[src/rtl/pwm_shadow_regs_if.sv]
// Register-bus interface between the AXI4-Lite decoder and the PWM shadow register file.
// The decoder side uses the master modport; the register file uses the slave modport.
interface pwm_shadow_regs_if #(
    parameter int unsigned REG_WIDTH  = 16,
    parameter int unsigned ADDR_WIDTH = 4
);
    localparam int unsigned STRB_WIDTH = REG_WIDTH / 8;

    logic                  write_en;
    logic [ADDR_WIDTH-1:0] write_addr;
    logic [REG_WIDTH-1:0]  write_data;
    logic [STRB_WIDTH-1:0] write_strb;
    logic                  write_err;

    logic                  read_en;
    logic [ADDR_WIDTH-1:0] read_addr;
    logic [REG_WIDTH-1:0]  read_data;
    logic                  read_valid;
    logic                  read_err;

    modport master (
        output write_en, write_addr, write_data, write_strb, read_en, read_addr,
        input  write_err, read_data, read_valid, read_err
    );

    modport slave (
        input  write_en, write_addr, write_data, write_strb, read_en, read_addr,
        output write_err, read_data, read_valid, read_err
    );
endinterface

[src/rtl/pwm_shadow_regs.sv]
// Double-buffered PWM register file: software writes staging registers, and the PWM core
// sees active registers that are refreshed from staging only on a requested period boundary.
module pwm_shadow_regs #(
    parameter int unsigned REG_WIDTH    = 16,
    parameter int unsigned NUM_CHANNELS = 4
) (
    input  logic                                    clk,
    input  logic                                    rst_n,
    pwm_shadow_regs_if.slave                        bus,
    input  logic                                    i_period_end,
    output logic                                    o_enable,
    output logic                                    o_update_pending,
    output logic [REG_WIDTH-1:0]                    o_prescale,
    output logic [NUM_CHANNELS-1:0][REG_WIDTH-1:0]  o_period,
    output logic [NUM_CHANNELS-1:0][REG_WIDTH-1:0]  o_duty
);
    localparam int unsigned DEPTH         = 3 + 2 * NUM_CHANNELS;
    localparam int unsigned ADDR_WIDTH    = $clog2(DEPTH);
    localparam int unsigned STRB_WIDTH    = REG_WIDTH / 8;
    localparam int unsigned ADDR_CTRL     = 0;
    localparam int unsigned ADDR_STATUS   = 1;
    localparam int unsigned ADDR_PRESCALE = 2;
    localparam int unsigned CTRL_ENABLE   = 0;
    localparam int unsigned CTRL_UPDATE   = 1;

    // Byte-lane merge of a write into an existing register value.
    function automatic logic [REG_WIDTH-1:0] f_merge(
        input logic [REG_WIDTH-1:0]  old_val,
        input logic [REG_WIDTH-1:0]  new_val,
        input logic [STRB_WIDTH-1:0] strb
    );
        logic [REG_WIDTH-1:0] res;
        res = old_val;
        for (int unsigned b = 0; b < STRB_WIDTH; b++) begin
            if (strb[b]) begin
                res[8*b +: 8] = new_val[8*b +: 8];
            end
        end
        return res;
    endfunction

    function automatic logic [ADDR_WIDTH-1:0] f_period_addr(input int unsigned ch);
        return ADDR_WIDTH'(3 + 2 * ch);
    endfunction

    function automatic logic [ADDR_WIDTH-1:0] f_duty_addr(input int unsigned ch);
        return ADDR_WIDTH'(4 + 2 * ch);
    endfunction

    // Software-visible state
    logic                                   r_enable;
    logic                                   r_pending;
    logic [REG_WIDTH-1:0]                   r_prescale_stg;
    logic [REG_WIDTH-1:0]                   r_period_stg [NUM_CHANNELS];
    logic [REG_WIDTH-1:0]                   r_duty_stg   [NUM_CHANNELS];

    // Active copies driven to the PWM core
    logic [REG_WIDTH-1:0]                   r_prescale_act;
    logic [NUM_CHANNELS-1:0][REG_WIDTH-1:0] r_period_act;
    logic [NUM_CHANNELS-1:0][REG_WIDTH-1:0] r_duty_act;

    // Bus response registers
    logic [REG_WIDTH-1:0]                   r_read_data;
    logic                                   r_read_valid;
    logic                                   r_read_err;
    logic                                   r_write_err;

    logic                                   w_wr_in_range;
    logic                                   w_rd_in_range;
    logic                                   w_wr_ok;
    logic                                   w_ctrl_lane0_wr;
    logic                                   w_update_req;
    logic                                   w_commit;
    logic [REG_WIDTH-1:0]                   w_rd_word;

    assign w_wr_in_range   = 32'(bus.write_addr) < DEPTH;
    assign w_rd_in_range   = 32'(bus.read_addr) < DEPTH;
    assign w_wr_ok         = bus.write_en && w_wr_in_range;
    assign w_ctrl_lane0_wr = w_wr_ok && (bus.write_addr == ADDR_WIDTH'(ADDR_CTRL))
                             && bus.write_strb[0];
    assign w_update_req    = w_ctrl_lane0_wr && bus.write_data[CTRL_UPDATE];

    // Disabled PWM tracks staging continuously; enabled PWM only takes a requested boundary.
    assign w_commit        = !r_enable || (i_period_end && r_pending);

    // Staging registers; STATUS and out-of-range addresses never match here.
    always_ff @(posedge clk or negedge rst_n) begin
        if (!rst_n) begin
            r_prescale_stg <= '0;
            for (int unsigned ch = 0; ch < NUM_CHANNELS; ch++) begin
                r_period_stg[ch] <= '0;
                r_duty_stg[ch]   <= '0;
            end
        end else if (w_wr_ok) begin
            if (bus.write_addr == ADDR_WIDTH'(ADDR_PRESCALE)) begin
                r_prescale_stg <= f_merge(r_prescale_stg, bus.write_data, bus.write_strb);
            end
            for (int unsigned ch = 0; ch < NUM_CHANNELS; ch++) begin
                if (bus.write_addr == f_period_addr(ch)) begin
                    r_period_stg[ch] <= f_merge(r_period_stg[ch], bus.write_data, bus.write_strb);
                end
                if (bus.write_addr == f_duty_addr(ch)) begin
                    r_duty_stg[ch] <= f_merge(r_duty_stg[ch], bus.write_data, bus.write_strb);
                end
            end
        end
    end

    // Enable bit and update request; a new request outranks a same-cycle commit.
    always_ff @(posedge clk or negedge rst_n) begin
        if (!rst_n) begin
            r_enable  <= 1'b0;
            r_pending <= 1'b0;
        end else begin
            if (w_ctrl_lane0_wr) begin
                r_enable <= bus.write_data[CTRL_ENABLE];
            end
            if (w_update_req) begin
                r_pending <= 1'b1;
            end else if (w_commit) begin
                r_pending <= 1'b0;
            end
        end
    end

    // Commit uses pre-edge staging, so a same-cycle staging write is not picked up.
    always_ff @(posedge clk or negedge rst_n) begin
        if (!rst_n) begin
            r_prescale_act <= '0;
            r_period_act   <= '0;
            r_duty_act     <= '0;
        end else if (w_commit) begin
            r_prescale_act <= r_prescale_stg;
            for (int unsigned ch = 0; ch < NUM_CHANNELS; ch++) begin
                r_period_act[ch] <= r_period_stg[ch];
                r_duty_act[ch]   <= (r_duty_stg[ch] > r_period_stg[ch]) ? r_period_stg[ch]
                                                                         : r_duty_stg[ch];
            end
        end
    end

    // Read mux over pre-edge state; STATUS and CTRL expose only their defined bits.
    always_comb begin
        w_rd_word = '0;
        if (bus.read_addr == ADDR_WIDTH'(ADDR_CTRL)) begin
            w_rd_word = REG_WIDTH'(r_enable);
        end else if (bus.read_addr == ADDR_WIDTH'(ADDR_STATUS)) begin
            w_rd_word = REG_WIDTH'(r_pending);
        end else if (bus.read_addr == ADDR_WIDTH'(ADDR_PRESCALE)) begin
            w_rd_word = r_prescale_stg;
        end
        for (int unsigned ch = 0; ch < NUM_CHANNELS; ch++) begin
            if (bus.read_addr == f_period_addr(ch)) begin
                w_rd_word = r_period_stg[ch];
            end
            if (bus.read_addr == f_duty_addr(ch)) begin
                w_rd_word = r_duty_stg[ch];
            end
        end
    end

    // Bus responses: one-cycle read latency and single-cycle error pulses.
    always_ff @(posedge clk or negedge rst_n) begin
        if (!rst_n) begin
            r_read_data  <= '0;
            r_read_valid <= 1'b0;
            r_read_err   <= 1'b0;
            r_write_err  <= 1'b0;
        end else begin
            r_read_valid <= bus.read_en;
            r_read_err   <= bus.read_en && !w_rd_in_range;
            r_read_data  <= (bus.read_en && w_rd_in_range) ? w_rd_word : '0;
            r_write_err  <= bus.write_en && !w_wr_in_range;
        end
    end

    assign bus.read_data    = r_read_data;
    assign bus.read_valid   = r_read_valid;
    assign bus.read_err     = r_read_err;
    assign bus.write_err    = r_write_err;
    assign o_enable         = r_enable;
    assign o_update_pending = r_pending;
    assign o_prescale       = r_prescale_act;
    assign o_period         = r_period_act;
    assign o_duty           = r_duty_act;
endmodule

[src/flat_wrapper.sv]
// flat-port wrapper written by rule: the top's interface ports become plain ports
module pwm_shadow_regs_flat 
#(
    parameter int unsigned REG_WIDTH    = 16,
    parameter int unsigned NUM_CHANNELS = 4
)
  (clk, rst_n, i_period_end, o_enable, o_update_pending, o_prescale, o_period, o_duty, bus_write_en, bus_write_addr, bus_write_data, bus_write_strb, bus_read_en, bus_read_addr, bus_write_err, bus_read_data, bus_read_valid, bus_read_err);
  pwm_shadow_regs_if #(.REG_WIDTH(REG_WIDTH), .ADDR_WIDTH(($clog2((3 + 2 * (4)))))) bus_i ();
  input  logic clk;
  input  logic rst_n;
  input  logic i_period_end;
  output logic o_enable;
  output logic o_update_pending;
  output logic [REG_WIDTH-1:0] o_prescale;
  output logic [NUM_CHANNELS-1:0][REG_WIDTH-1:0] o_period;
  output logic [NUM_CHANNELS-1:0][REG_WIDTH-1:0] o_duty;
  input wire logic [$bits(bus_i.write_en)-1:0] bus_write_en;
  input wire logic [$bits(bus_i.write_addr)-1:0] bus_write_addr;
  input wire logic [$bits(bus_i.write_data)-1:0] bus_write_data;
  input wire logic [$bits(bus_i.write_strb)-1:0] bus_write_strb;
  input wire logic [$bits(bus_i.read_en)-1:0] bus_read_en;
  input wire logic [$bits(bus_i.read_addr)-1:0] bus_read_addr;
  output wire logic [$bits(bus_i.write_err)-1:0] bus_write_err;
  output wire logic [$bits(bus_i.read_data)-1:0] bus_read_data;
  output wire logic [$bits(bus_i.read_valid)-1:0] bus_read_valid;
  output wire logic [$bits(bus_i.read_err)-1:0] bus_read_err;
  assign bus_i.write_en = bus_write_en;
  assign bus_i.write_addr = bus_write_addr;
  assign bus_i.write_data = bus_write_data;
  assign bus_i.write_strb = bus_write_strb;
  assign bus_i.read_en = bus_read_en;
  assign bus_i.read_addr = bus_read_addr;
  assign bus_write_err = bus_i.write_err;
  assign bus_read_data = bus_i.read_data;
  assign bus_read_valid = bus_i.read_valid;
  assign bus_read_err = bus_i.read_err;
  pwm_shadow_regs #(.REG_WIDTH(REG_WIDTH), .NUM_CHANNELS(NUM_CHANNELS)) u_core (.clk(clk), .rst_n(rst_n), .bus(bus_i), .i_period_end(i_period_end), .o_enable(o_enable), .o_update_pending(o_update_pending), .o_prescale(o_prescale), .o_period(o_period), .o_duty(o_duty));
endmodule
[config.mk]
export PLATFORM = sky130hd
export DESIGN_NAME = pwm_shadow_regs_flat
export DESIGN_NICKNAME = d
export VERILOG_FILES = /design/src/rtl/pwm_shadow_regs_if.sv /design/src/rtl/pwm_shadow_regs.sv /design/src/flat_wrapper.sv
export SDC_FILE = /design/constraint.sdc
export NUM_CORES = 1
export LEC_CHECK = 0
export CORE_UTILIZATION = 35
export CTS_CLUSTER_SIZE = 25
export DETAILED_ROUTE_END_ITERATION = 7
export SLEW_MARGIN = 15
export SYNTH_ARGS = -nofsm -noshare
export SYNTH_HDL_FRONTEND = slang
export SYNTH_SLANG_ARGS = --single-unit
export TNS_END_PERCENT = 50
[constraint.sdc]
create_clock -name clk -period 5.6 [get_ports clk]
set_input_delay 1.12 -clock clk [delete_from_list [all_inputs] [get_ports clk]]
set_output_delay 1.12 -clock clk [all_outputs]
set_load 0.05 [all_outputs]
# Word level (Yosys, flattened, before mapping)
# Index checks and enable logic that the tools add are counted.
[totals]
input_bits = 31
reg_bits = 309
out_inout_bits = 165
elab_cells = 109
[op_classes]
n_mux = 18
reduce_logical = 33
n_eq_ne = 19
order_cmp = 6
[ops]
columns = ["cell", "count"]
rows = [
  ["16-bit 2-to-1 mux", 16],
  ["16-bit > comparator", 4],
  ["3-bit AND reduction", 18],
  ["4-bit by 3-bit equality test with 1-bit output (second input constant)", 8],
  ["4-bit equality test (second input constant)", 6],
  ["4-bit by 2-bit equality test with 1-bit output (second input constant)", 4],
  ["1-bit logical AND", 8],
  ["4-bit logical NOT", 2],
  ["4-bit less-than comparator (second input constant)", 2],
  ["4-bit by 1-bit equality test with 1-bit output (second input constant)", 1],
  ["1-bit logical NOT", 3],
  ["1-bit 2-to-1 mux", 2],
  ["2-bit nonzero test", 1],
  ["1-bit logical OR", 1],
]

# Depth between registers and ports, before layout
# Gate-level depths: netlist (run 1).
[depth]
word_depth = 13
ltp_mapped = 9
mapped_depth_nobuf = 8

# Least setup slack after synthesis (run 1)
# Ideal clock, no wire load.
[synth_path]
path_kind = "input to register"
startpoint = "input port bus_write_addr[2]"
endpoint = "register u_core.r_duty_stg[56] (netlist name)"
setup_slack_ns = 3.033
stages = 6
t_arrival_ns = 2.442
required_ns = 5.475
n_path_buf = 2
setup_time_ns = 0.125
path_cell_list = "clkbuf_1 -> nor2b_1 -> nand3_1 -> or3_1 -> clkbuf_1 -> mux2_2"
[synth_via]
elab_chain_len = 3
elab_cells_between_ends = 4
cone_classes = "order compare (1); eq/ne (1); reduce/logical (2)"
[synth_lines]
columns = ["element", "line", "text"]
rows = [
  ["start: declaration", "flat_wrapper.sv:18", "input wire logic [$bits(bus_i.write_addr)-1:0] bus_write_addr;"],
  ["4-bit less-than comparator", "pwm_shadow_regs.sv:76", "assign w_wr_in_range = 32'(bus.write_addr) < DEPTH;"],
  ["1-bit logical AND", "pwm_shadow_regs.sv:78", "assign w_wr_ok = bus.write_en && w_wr_in_range;"],
  ["3-bit AND reduction (no line) *", "n/a", ""],
  ["end signal: indexed assignment", "pwm_shadow_regs.sv:103", "r_duty_stg[ch] <= f_merge(r_duty_stg[ch], bus.write_data, bus.write_strb);"],
  ["end: declaration", "pwm_shadow_regs.sv:55", "logic [REG_WIDTH-1:0] r_duty_stg [NUM_CHANNELS];"],
]
# Mark *: on every way between the ends. The rest lies on a longest branch, timed or not.
# A chain may end at the register's enable or synchronous reset.

# Worst setup path in the final report (run 1)
[layout_path]
startpoint = "input port bus_read_addr[3]"
endpoint = "register u_core.r_read_data[11], in the netlist u_core.bus.read_data[11]"
[layout_via]
elab_chain_len = 13
elab_cells_between_ends = 25
cone_classes = "order compare (1); eq/ne (10); mux (12); reduce/logical (2)"
[layout_lines]
columns = ["element", "line", "text"]
rows = [
  ["start: declaration", "flat_wrapper.sv:22", "input wire logic [$bits(bus_i.read_addr)-1:0] bus_read_addr;"],
  ["4-bit by 2-bit equality test with 1-bit output", "pwm_shadow_regs.sv:149", "end else if (bus.read_addr == ADDR_WIDTH'(ADDR_PRESCALE)) begin"],
  ["16-bit 2-to-1 mux", "pwm_shadow_regs.sv:149", ""],
  ["16-bit 2-to-1 mux", "pwm_shadow_regs.sv:147", "end else if (bus.read_addr == ADDR_WIDTH'(ADDR_STATUS)) begin"],
  ["16-bit 2-to-1 mux", "pwm_shadow_regs.sv:145", "if (bus.read_addr == ADDR_WIDTH'(ADDR_CTRL)) begin"],
  ["16-bit 2-to-1 mux", "pwm_shadow_regs.sv:153", "if (bus.read_addr == f_period_addr(ch)) begin"],
  ["16-bit 2-to-1 mux", "pwm_shadow_regs.sv:156", "if (bus.read_addr == f_duty_addr(ch)) begin"],
  ["16-bit 2-to-1 mux", "pwm_shadow_regs.sv:153", ""],
  ["16-bit 2-to-1 mux", "pwm_shadow_regs.sv:156", ""],
  ["16-bit 2-to-1 mux", "pwm_shadow_regs.sv:153", ""],
  ["16-bit 2-to-1 mux", "pwm_shadow_regs.sv:156", ""],
  ["16-bit 2-to-1 mux", "pwm_shadow_regs.sv:153", ""],
  ["16-bit 2-to-1 mux", "pwm_shadow_regs.sv:156", ""],
  ["16-bit 2-to-1 mux *", "pwm_shadow_regs.sv:172", "r_read_data <= (bus.read_en && w_rd_in_range) ? w_rd_word : '0;"],
  ["end signal: assignment", "pwm_shadow_regs.sv:172", ""],
  ["end: declaration", "pwm_shadow_regs.sv:63", "logic [REG_WIDTH-1:0] r_read_data;"],
]
# Marked as above.

==> impl_metrics.ini, run 1 <==
[clock_network]
cts_setup_buffers = 0
clk_latency_ns = 0.53
numCtsBuffers = 36
cts_num_sinks = 309
cts_max_path_buffers = 3
tritoncts = built
cts_resized = 0
clkTransAtPathRegs_ns = 0.06
cts_hold_buf = 0
clock-root-buffer = clkbuf_16
h-tree-depth = 2

[place]
placed_area_um2 = 17100
io_buffers = 195
place_ws_ns = 1.69
gp_congestion = 0.886
dp_cells = 2106
hpwl_mm = 37.4

[timing]
whs_ns = 0.475
fin_skew_ns = 0.0171
fmax_mhz = 298
fin_crit_ns = 3.36
slew_viol_final = 0
worst_slack_ns = 2.24
period_share_pct = 60.0
rsz0062_at_grt = false
setup_tns_ns = 0
finalSetupViolCount = 0
hold_viol_final = 0
worst_pin_slew_ns = 1.23
relSlewSlack_pct = 17.7

[logic_synthesis]
ys_ff_latch = 309
syn_nets = 1551
yosysSeqAreaShare_pct = 52.7
syn_inst = 1456
netlist_area_um2 = 14700
yosysWarningCount = 0
synthFlopType = dfrtp_1
synth_edf_count = 0
ys_async_sr_fraction_pct = 100
syn_avg_cell_area_um2 = 10.1
yosys.cell_types.count = 57

[global_routing]
use_met2_pct = 36.9
grt_overflow = 0
grt_pass1_vias = 11676
grt_use_met1_pct = 35.6
grt_pass1_wl_mm = 75.3
grt_max_degree = 133
track_usage_pct = 24.0
grt_antenna_before_repair = 1
grt.busiest_layer = met2
use_met3_pct = 3.86

[worst_setup_path]
cp_common_cell = a221oi_1
start_kind = input pin
crit_path_max_fanout = 16
worstPathArrival_ns = 3.77
critPathBufInv = 1
path_delay_family = simple AND/OR/NAND/NOR gates
cp-end-kind = flop
r2r-start = u_core.r_period_stg[25]
worstPathRequired_ns = 6.01
worst-setup-path-type = input pin to flop
crit_chain = clkdlybuf4s50_1 -> nand2b_1 -> nor2_1 -> a221oi_1 -> a221oi_1
slowest_delay_ns = 0.90
setup.worst_path.start = bus_read_addr[3]
slowest_stage = nor2_1

[floorplanning]
core_area_um2 = 41100
die_y_um = 207
ios = 196
start_util_pct = 35.7
dieWidth_um = 207
die_area_um2 = 42800
rows = 74

[final_layout]
area.growth.synth_to_final_pct = 25.0
mostFrequentLayoutCells = dfrtp_1, nand2_1, clkdlybuf4s50_1
mostFrequentLayoutCell = dfrtp_1
final_nets = 1708
layout-drive-gt1-share_pct = 11.7
final_cell_area_um2 = 18400
fin_util_pct = 44.6
stdcell_count = 2173

[power]
vdd_ir_drop_max_mv = 0.272
power_mw = 9.96
p_leak_nw = 8.14
power_density_nw_per_um2 = 543

[run_status]
violations = design-rule violations
status = complete, but fails checks

[detailed_routing]
vias = 11807
drtPass1Iterations = 8
vias_per_cell = 5.43
wl_mm = 50.6
drc = 14
drtAntennaViolNets = 0
drt-initial-drc-count = 1001
drt-wirelength-per-cell_um = 23.3

[worst_hold_path]
worst_hold_startpoint = u_core.o_duty[16]
hold_class = flop to flop

[flow_run]
cap_viol_max_count = 0
[cells by family (layout without fill, tap and decap cells)]
family,after synthesis,after routing,share of synthesized area [%]
other cells,0,2,0
compound gates,362,362,15.1
flops,309,309,52.7
mux,137,137,10.2
simple gates,418,418,12.2
fa+ha+maj,64,64,5.45
buf+inv,166,349,4.38
[power breakdown]
| part | internal [mW] | switching, mW |
|---|---|---|
| Combinational | 1.36 | 2.71 |
| Clock | 1.47 | 0.953 |
| Sequential | 2.86 | 0.604 |
[worst register-to-register path, cell delays in order (launching register included)]
cell and delay, ns:
dfrtp_1 0.45, inv_1 0.11, ha_1 0.30, a211o_1 0.27, o211ai_2 0.08, a21oi_2 0.09, o41ai_4 0.74, buf_4 0.34
mux2i_1 0.40, a21oi_1 0.12
[layer usage]
layer,wire [um],share of wire [%]
met1,24100,48
met2,22700,45
met3,2920,5.8
met4,904,1.8
met5,0,0
[area by class of cell]
| type | instances | area, um2 |
|---|---|---|
| diodes | 2 | 5.00 |
| clock buffers | 49 | 1060 |
| clock inverters | 15 | 164 |
| fillers | 4008 | 22800 |
| inverters | 76 | 285 |
| multi-input cells | 981 | 6340 |
| flip-flops and latches | 309 | 7730 |
| well taps | 532 | 666 |
| repair buffers | 209 | 2100 |
[sequential cells by signal, summed over array words and instances (netlist names)]
| signal | flops |
|---|---|
| u_core.bus.read_data | 16 |
| u_core.bus.read_err | 1 |
| u_core.bus.read_valid | 1 |
| u_core.bus.write_err | 1 |
| u_core.o_duty | 64 |
| u_core.o_enable | 1 |
| u_core.o_period | 64 |
| u_core.o_prescale | 16 |
| u_core.o_update_pending | 1 |
| u_core.r_duty_stg | 64 |
| u_core.r_period_stg | 64 |
| u_core.r_prescale_stg | 16 |
[worst paths after layout]
path	endpoint	slack (ns)	depth (start not counted)
min in group asynchronous	u_core.o_duty[4]	0.71	1
max in group asynchronous	u_core.r_prescale_stg[7]	3.64	2
min	u_core.o_duty[16]	0.48	2
max reg2reg	u_core.o_duty[32]	2.56	9
max	u_core.bus.read_data[11]	2.24	5
min reg2reg	u_core.o_duty[16]	0.48	2
[cells in the mapped netlist, drive strengths merged (7+ instances only)]
library cell	instances	share of area, %
nor3	14	0.55
a22oi	13	0.66
dfrtp	309	53
a221oi	18	1.1
a31oi	27	1.2
nand2	239	6.1
o21ai	152	5.2
nand3	33	1.1
ha	64	5.5
o211ai	18	0.95
mux2i	35	2.4
inv	76	1.9
a211o	7	0.43
buf	16	0.52
nand4	20	0.85
o221ai	7	0.42
mux2	102	7.8
a21oi	81	2.8
clkbuf	74	1.9
nor2	74	1.9
nor2b	7	0.30
nand2b	12	0.51
(Power assumes the default switching activity.)
==> run 2: changes to the inputs <==
==> constraint.sdc (replaced) <==
create_clock -name clk -period 3.3 [get_ports clk]
set_input_delay 0.66 -clock clk [delete_from_list [all_inputs] [get_ports clk]]
set_output_delay 0.66 -clock clk [all_outputs]
set_load 0.05 [all_outputs]
==> run 2 against run 1 <==
Effect of this change: the run still ends with design-rule violations left; hold slack worse by 0.41 ns; utilization is 0.51 points higher; critical path depth is 3 higher; via count is 1.8% higher; clock-buffer cell count is 4 higher; die area stayed put; critical endpoint is now u_core.o_duty[4]; largest cell class unchanged.
==> impl_metrics.ini, run 2 (synthesized netlist as in run 1, its figures left out) <==
[worst_setup_path]
reg2reg_setup_slack_ns = 0.41
worstPathArrival_ns = 3.27
critical_path_depth = 8
slowest_delay_ns = 0.89
slowest_stage = a21oi_2
critPathBufInv = 1
crit_chain = inv_1 -> ha_1 -> and4_1 -> o2111ai_1 -> o21bai_1 -> a21oi_2 -> mux2i_1 -> a21oi_1
worst-setup-path-type = flop to flop
worstPathRequired_ns = 3.67
r2r-end = u_core.o_duty[4]
start_kind = flop
r2r-start = u_core.r_period_stg[63]
cp-end-kind = flop
r2r_cells = 8
path_delay_family = compound AO/OA/AOI/OAI gates
crit_path_max_fanout = 16

[global_routing]
grt_pass1_vias = 11719
grt_antenna_before_repair = 1
grt_overflow = 0
track_usage_pct = 24.7
grt_pass1_wl_mm = 77.5
grt_max_degree = 98

[floorplanning]
rows = 74
dieWidth_um = 207
core_area_um2 = 41100
die_y_um = 207
start_util_pct = 35.7
ios = 196
die_area_um2 = 42800

[power]
power_density_nw_per_um2 = 913
vdd_ir_drop_max_mv = 0.555
p_leak_nw = 8.29

[final_layout]
n_antenna_cell = 0
mostFrequentLayoutCells = dfrtp_1, nand2_1, clkdlybuf4s50_1
final_nets = 1737
area.growth.synth_to_final_pct = 26.4
nFillCells = 3940
layout-drive-gt1-share_pct = 12.8
stdcell_count = 2199
mostFrequentLayoutCell = dfrtp_1

[flow_run]
cap_viol_max_count = 0

[clock_network]
clock-root-buffer = clkbuf_16
cts_num_sinks = 309
tritoncts = built
clk_latency_ns = 0.53
cts_setup_buffers = 0
cts_hold_buf = 0
numCtsBuffers = 35
cts_max_path_buffers = 3
cts_resized = 0
clkTransAtPathRegs_ns = 0.07
h-tree-depth = 2

[detailed_routing]
drt-wirelength-per-cell_um = 23.6
drtAntennaViolNets = 0
drtPass1Iterations = 8
vias_per_cell = 5.47
vias = 12022
drt-initial-drc-count = 1085
wl_mm = 52.0
drc = 6

[timing]
fin_skew_ns = 0.0197
hold_viol_final = 0
whs_ns = 0.0666
worst_pin_slew_ns = 1.19
fin_crit_ns = 2.89
slew_viol_final = 0
relSlewSlack_pct = 20.4
fmax_mhz = 346
period_share_pct = 87.6
worst_slack_ns = 0.409
setup_tns_ns = 0
finalSetupViolCount = 0
rsz0062_at_grt = false

[worst_hold_path]
hold_class = input pin to async pin

[run_status]
violations = design-rule violations
status = complete, but fails checks

[place]
dp_cells = 2137
hpwl_mm = 38.9
place_ws_ns = 0.179
io_buffers = 195
gp_congestion = 0.868
## run 2: cell count changes in the layout (fill, tap and decap cells not counted), sizes merged
cell      before  now
buf           15   45
clkbuf        49   53
clkinv         8    6
clkinvlp       1    0
diode          2    0
inv           79   76
## run 2: worst max-delay path by stage
stage | startpoint | slack (ns) | to
global route | u_core.r_period_stg[62] | 0.24 | u_core.o_duty[15]
finish | u_core.r_period_stg[63] | 0.41 | u_core.o_duty[4]
CTS | u_core.r_period_stg[63] | 0.43 | u_core.o_duty[4]
global placement | bus_read_addr[2] | 0.13 | u_core.bus.read_data[6]
detailed placement | bus_read_addr[2] | 0.18 | u_core.bus.read_data[6]
floorplan | u_core.r_duty_stg[25] | 0.97 | u_core.o_duty[37]
## run 2: where the power goes
| group | internal [mW] | leakage [nW] | switching (mW) |
|---|---|---|---|
| sequential | 4.85 | 3.81 | 1.02 |
| clock | 2.48 | 0.595 | 1.59 |
| combinational | 2.34 | 3.89 | 4.66 |
| total | 9.68 | 8.29 | 7.27 |
## run 2: through the flow
stage | util [%] | power [mW] | cell area [um2]
after floorplan | - | 10.1 | 14700
after global placement | 42.2 | 12.8 | 17300
after detailed placement | 42.2 | 12.9 | 17300
after CTS | 45.1 | 17.0 | 18500
after global routing | 45.2 | 17.8 | 18600
final | 45.2 | 17.0 | 18600
## run 2: final cells by class
class                      instances  area, um2  area share (%)
sequential                       309       7730            41.7
multi-input combinational        981       6340            34.2
timing repair buffer             239       2340            12.6
clock buffer                      53       1080            5.80
tap                              532        666            3.59
inverter                          76        285            1.54
clock inverter                     9        124           0.667
## run 2: worst reg2reg max path, cell delays in order, from the launching register on
cell and delay (ns):
dfrtp_1 0.40, inv_1 0.09, ha_1 0.31, and4_1 0.27
o2111ai_1 0.13, o21bai_1 0.19, a21oi_2 0.89, mux2i_1 0.35
a21oi_1 0.11
## run 2: routing by layer
metal,wire length [um],global-route usage (%),vias up,share of wire [%]
met4,849,5.11,0,1.6
met5,0,0,-,0
met1,24800,37.2,6051,48
li1,-,-,5527,-
met2,23400,37.5,394,45
met3,2960,3.50,50,5.7
==> run 3: changes to the inputs <==
--- a/config.mk
+++ b/config.mk
@@ -6,7 +6,7 @@
 export NUM_CORES = 1
 export LEC_CHECK = 0
 export CORE_UTILIZATION = 35
-export CTS_CLUSTER_SIZE = 25
+export CTS_CLUSTER_SIZE = 30
 export DETAILED_ROUTE_END_ITERATION = 7
 export SLEW_MARGIN = 15
 export SYNTH_ARGS = -nofsm -noshare
==> results of run 3 <==
Final layout, timing and power as in run 2 (identical DEF).
